### config.mk
export PLATFORM = sky130hd
export DESIGN_NAME = pipelined_csel_adder
export DESIGN_NICKNAME = d
export VERILOG_FILES = /design/src/rtl/pipelined_csel_adder_pkg.sv /design/src/rtl/pipelined_csel_adder_csel.sv /design/src/rtl/pipelined_csel_adder.sv
export SDC_FILE = /design/constraint.sdc
export NUM_CORES = 1
export LEC_CHECK = 0
export ABC_AREA = 1
export BUFFER_PORTS_ARGS = -buffer_cell sky130_fd_sc_hd__buf_2
export CORE_ASPECT_RATIO = 0.7
export CORE_UTILIZATION = 55
export CTS_BUF_LIST = sky130_fd_sc_hd__clkbuf_2
export DETAILED_ROUTE_END_ITERATION = 6
export PLACE_DENSITY = 0.77
export SYNTH_ARGS = -nofsm -noshare
export SYNTH_HDL_FRONTEND = slang
export SYNTH_SLANG_ARGS = --single-unit
### constraint.sdc
create_clock -name clk -period 3.3 [get_ports clk]
set_input_delay 0.165 -clock clk [delete_from_list [all_inputs] [get_ports clk]]
set_output_delay 0.165 -clock clk [all_outputs]
set_load 0.05 [all_outputs]
### src/rtl/pipelined_csel_adder_pkg.sv
// ============================================================================
// Module   : pipelined_csel_adder_pkg
// Brief    : Mode encoding and stage-count helper for the pipelined adder.
// Revision : 1.0
// ============================================================================
`default_nettype none

package pipelined_csel_adder_pkg;

   localparam logic MODE_ADD = 1'b0;
   localparam logic MODE_SUB = 1'b1;

   function automatic int calc_nslice(input int width, input int slice);
      return width / slice;
   endfunction

endpackage

`default_nettype wire

### src/rtl/pipelined_csel_adder_csel.sv
// ============================================================================
// Module   : csel_slice
// Brief    : Combinational SLICE-bit carry-select adder with MSB carry tap.
// Revision : 1.0
// ============================================================================
`default_nettype none

module csel_slice #(
   parameter int SLICE = 4
) (
   input  logic [SLICE-1:0] a,
   input  logic [SLICE-1:0] b,
   input  logic             cin,
   output logic [SLICE-1:0] sum,
   output logic             cout,
   output logic             cmsb
);

   logic [SLICE:0]   w_c0;
   logic [SLICE:0]   w_c1;
   logic [SLICE-1:0] w_s0;
   logic [SLICE-1:0] w_s1;

   // Both ripple chains run in parallel; the real carry only drives the muxes.
   always_comb begin
      w_c0    = '0;
      w_c1    = '0;
      w_s0    = '0;
      w_s1    = '0;
      w_c0[0] = 1'b0;
      w_c1[0] = 1'b1;
      for (int i = 0; i < SLICE; i++) begin
         w_s0[i]   = a[i] ^ b[i] ^ w_c0[i];
         w_c0[i+1] = (a[i] & b[i]) | (w_c0[i] & (a[i] ^ b[i]));
         w_s1[i]   = a[i] ^ b[i] ^ w_c1[i];
         w_c1[i+1] = (a[i] & b[i]) | (w_c1[i] & (a[i] ^ b[i]));
      end
   end

   assign sum  = cin ? w_s1 : w_s0;
   assign cout = cin ? w_c1[SLICE] : w_c0[SLICE];
   assign cmsb = cin ? w_c1[SLICE-1] : w_c0[SLICE-1];

endmodule

`default_nettype wire

### src/rtl/pipelined_csel_adder.sv
// ============================================================================
// Module   : pipelined_csel_adder
// Brief    : WIDTH-bit add/sub, one SLICE-bit carry-select group per stage,
//            valid/ready on both sides with a global stall.
// Revision : 1.0
// ============================================================================
`default_nettype none

module pipelined_csel_adder
   import pipelined_csel_adder_pkg::*;
#(
   parameter int WIDTH = 16,
   parameter int SLICE = 4
) (
   input  logic             clk,
   input  logic             rst,
   input  logic             in_valid,
   output logic             in_ready,
   input  logic [WIDTH-1:0] a,
   input  logic [WIDTH-1:0] b,
   input  logic             cin,
   input  logic             sub,
   output logic             out_valid,
   input  logic             out_ready,
   output logic [WIDTH-1:0] sum,
   output logic             cout,
   output logic             ovf
);

   localparam int NSLICE = calc_nslice(WIDTH, SLICE);

   if ((SLICE < 1) || ((WIDTH % SLICE) != 0)) begin : g_bad_width
      $error("pipelined_csel_adder: WIDTH must be a positive multiple of SLICE");
   end

   logic              w_advance;
   logic [NSLICE-1:0] valid_q;
   logic [NSLICE-1:0] carry_q;
   logic [NSLICE-1:0] carry_d;
   logic [NSLICE-1:0] w_cin;
   logic              msbc_q;
   logic [WIDTH-1:0]  a_q      [NSLICE];
   logic [WIDTH-1:0]  b_q      [NSLICE];
   logic [WIDTH-1:0]  sum_q    [NSLICE];
   logic [WIDTH-1:0]  a_d      [NSLICE];
   logic [WIDTH-1:0]  b_d      [NSLICE];
   logic [WIDTH-1:0]  sum_d    [NSLICE];
   logic [WIDTH-1:0]  w_sum_in [NSLICE];
   logic [SLICE-1:0]  w_ssum   [NSLICE];
   logic              w_cmsb   [NSLICE];

   assign w_advance = !out_valid || out_ready;
   assign in_ready  = w_advance;

   for (genvar k = 0; k < NSLICE; k++) begin : g_stage
      if (k == 0) begin : g_head
         assign a_d[k]      = a;
         assign b_d[k]      = (sub == MODE_ADD) ? b : ~b;
         assign w_cin[k]    = (sub == MODE_SUB) ? 1'b1 : cin;
         assign w_sum_in[k] = '0;
      end else begin : g_tail
         assign a_d[k]      = a_q[k-1];
         assign b_d[k]      = b_q[k-1];
         assign w_cin[k]    = carry_q[k-1];
         assign w_sum_in[k] = sum_q[k-1];
      end

      csel_slice #(
         .SLICE (SLICE)
      ) u_slice (
         .a    (a_d[k][k*SLICE +: SLICE]),
         .b    (b_d[k][k*SLICE +: SLICE]),
         .cin  (w_cin[k]),
         .sum  (w_ssum[k]),
         .cout (carry_d[k]),
         .cmsb (w_cmsb[k])
      );

      // Bits above the already-resolved slices are still zero, so OR merges.
      assign sum_d[k] = w_sum_in[k] | (WIDTH'(w_ssum[k]) << (k * SLICE));
   end

   always_ff @(posedge clk or posedge rst) begin
      if (rst) begin
         valid_q <= '0;
         carry_q <= '0;
         msbc_q  <= 1'b0;
         for (int k = 0; k < NSLICE; k++) begin
            a_q[k]   <= '0;
            b_q[k]   <= '0;
            sum_q[k] <= '0;
         end
      end else if (w_advance) begin
         valid_q[0] <= in_valid;
         for (int k = 1; k < NSLICE; k++) begin
            valid_q[k] <= valid_q[k-1];
         end
         carry_q <= carry_d;
         msbc_q  <= w_cmsb[NSLICE-1];
         for (int k = 0; k < NSLICE; k++) begin
            a_q[k]   <= a_d[k];
            b_q[k]   <= b_d[k];
            sum_q[k] <= sum_d[k];
         end
      end
   end

   assign out_valid = valid_q[NSLICE-1];
   assign sum       = sum_q[NSLICE-1];
   assign cout      = carry_q[NSLICE-1];
   assign ovf       = msbc_q ^ carry_q[NSLICE-1];

endmodule

`default_nettype wire

==> impl_results.md <==
- Outcome: completed
- First-pass GRT wire length: 13.6 mm
- Initial core utilization: 0.580
- Peak Freq: 0.441 GHz
- Yosys reg bits: 97
- Commonest non-fill, non-tap cell in the layout: nand2_1
- Hpwl dp: 5.14 mm
- Main combinational cell family by area after synthesis: simple AND/OR/NAND/NOR gates
- Layout cells sized above 1: 0.148
- Worst setup SP type: register
- Initial antenna violation count: 0
- Filler instances: 624
- Syn Inst Count: 474
- Relative slew slack: 0.493
- Post-Syn Nets: 532
- Clk sinks: 97
- Mux share of post-synthesis cell area: 0
- Worst endpoint data arrival time: 2.74 ns
- CP Data Required Time: 3.77 ns
- Fin. max-slew vios: 0
- Initial DRT Pass Iterations: 5
- Power density cells: 875 nW/um^2
- Layout area overhead: 17.1%
- Synth unique cells: 20
- Port Buffers: 57
- Crit path capture type: register
- Max-Cap Viols: 0
- Core ar.: 7450 sq um
- Worst-Skew Late Latency: 0.54 ns
- Final TNS setup: 0 ns
- Die area: 8210 sq um
- Root Driver: clkbuf_2
- Largest net degree at the start of global routing: 90
- # diodes: 0
- WHS Path Cells: 4
- DR DRC count: 0
- RSZ-0062 raised after global routing: false
- Post-CTS setup repair buffer count: 0
- Hold crit path type: primary input to register
- Vias per Instance: 4.83
- Layout Cells excl Fill: 657
- CTS tree: yes
- Final period util: 0.687
- Synth Area in Adders: 0.0788
- XOR/XNOR share of the synthesized area: 0.0101
- Mapped Area: 4320 sq um
- Fin nets: 612
- Via count: 3,175
- Routed len/inst: 11.7 microns
- Clk slew on worst S/H paths: 0.25 ns
- Remaining Overflow, GRT: 0
- Final setup viols: 0
- Total Routing Usage GR: 0.212
- Commonest cells after routing, fill and taps aside: nand2_1 (184), dfrtp_1 (97), o21ai_0 (60)
- Register-to-Register Path Depth: 8
- Die H: 76.1 microns
- Clock Tree Buf Depth: 2
- Post-synthesis sequential area ratio: 0.562
- Final GP Congestion: 0.788
- Skew final: 0.0285 ns
- H-tree depth: 3
- Num ports: 58
- Maximum VDD drop: 0.590 mV
- WL final: 7.67 mm
- Initial drt markers: 189
- Synthesis Warnings: 0
- Mean Syn Cell Area: 9.11 sq um
- Synth Area in Simple Gates: 0.190
- Slew @ Worst Pin: 0.760 ns
- Compound-cell area share of the yosys netlist: 0.0742
- Hold Vio Cnt, Final: 0
- Clock period minus worst slack: 2.27 ns
- Detail Route Antenna Nets: 0
- Die extent in x: 108 microns
- Post-Place Cells: 611
- Lkg Pwr: 2.70 nW
- CTS buffer count: 9
- Critical path peak fanout: 2
- Vias in the first global route: 2,994
- Critical path class: register to register
- # rows: 26
==> synthesized netlist by cell type <==
cell type | number | area share
ha_1 | 8 | 0.023
clkbuf_1 | 3 | 0.0026
nand2_4 | 1 | 0.0026
nand3_1 | 16 | 0.019
or2_1 | 2 | 0.0029
o21ai_0 | 60 | 0.070
nand2_1 | 184 | 0.16
fa_1 | 12 | 0.056
xor2_1 | 3 | 0.0061
xnor2_1 | 2 | 0.0041
or2_2 | 3 | 0.0043
buf_2 | 11 | 0.013
inv_4 | 1 | 0.0014
nor2_1 | 2 | 0.0017
dfrtp_1 | 97 | 0.56
buf_4 | 3 | 0.0052
a21oi_1 | 1 | 0.0012
inv_1 | 57 | 0.050
buf_6 | 5 | 0.013
o21ai_1 | 3 | 0.0035
==> state kept, by name, indices dropped and copies added, names as in the netlist <==
register  cells
sum          16
sum_q        24
valid_q       4
a_d          24
b_d          24
msbc_q        1
carry_q       4
==> path summary, 6_finish.rpt <==
check,start,to,slack [ns]
worst max-delay path,a_d[24]$_DFFE_PP0P_,sum_q[27]$_DFFE_PP0P_,1.03
worst min-delay path,a[2],sum_q[50]$_DFFE_PP0P_,0.09
worst max register to register,a_d[24]$_DFFE_PP0P_,sum_q[27]$_DFFE_PP0P_,1.03
worst min register to register,valid_q[2]$_DFFE_PP0P_,valid_q[3]$_DFFE_PP0P_,0.48
max in group asynchronous,rst,b_d[27]$_DFFE_PP0P_,2.36
min in group asynchronous,rst,carry_q[3]$_DFFE_PP0P_,0.15
==> power breakdown <==
group          internal [mW]  switching (mW)  total (mW)
Combinational          0.570            1.23        1.80
Sequential              1.70           0.274        1.98
Clock                  0.258           0.387       0.645
==> metrics by stage <==
step           instance area (sq um)  power (mW)  setup slack, ns   util  hold WS [ns]
6_report                        5050        4.43             1.03  0.679        0.0949
4_1_cts                         5050        4.47             1.02  0.679        0.0622
3_3_place_gp                    4610        3.70             1.13  0.619         0.219
3_5_place_dp                    4610        3.80             1.04  0.619         0.222
5_1_grt                         5050        4.81            0.944  0.679        0.0517
2_1_floorplan                   4320        3.38            0.601      -         0.282
==> critical path: stages, from the launching register on <==
cell     delay, ns
dfrtp_1       0.45
ha_1          0.21
nand2_1       0.06
o21ai_0       0.10
fa_1          0.40
fa_1          0.37
inv_1         0.08
fa_1          0.40
o21ai_0       0.17
==> cells by family (layout without fill, tap and decap cells) <==
logic type | count (synthesis) | after routing
and+or+nand+nor | 208 | 208
adders and majority gates | 20 | 20
AOI/OAI and AO/OA | 64 | 64
xor gates and xnor gates | 5 | 5
DFF | 97 | 97
buffers and inverters | 80 | 165
==> per-layer routing <==
metal,part of all wire,vias to the layer above,routed length [microns],track usage
met3,0.043,4,327,0.0573
met1,0.50,1486,3820,0.305
met5,0,-,0,0
li1,-,1610,-,-
met2,0.45,75,3460,0.330
met4,0.0072,0,55,0.0370
==> final cells by class <==
class | instances | area [sq um] | area share
clock inverters | 6 | 91.3 | 0.0181
multi-input cells | 297 | 1530 | 0.302
well taps | 98 | 123 | 0.0243
flip-flops and latches | 97 | 2430 | 0.480
inverters | 58 | 223 | 0.0441
repair buffers | 91 | 616 | 0.122
clock buffers | 10 | 50.0 | 0.00990
==> repair_timing <==
action                    in CTS  in global routing
gates resized for setup        0                  0
hold buffers                  30                  0
hold endpoints to repair      66                  0
Note: power is estimated with default switching activity, not from simulation.
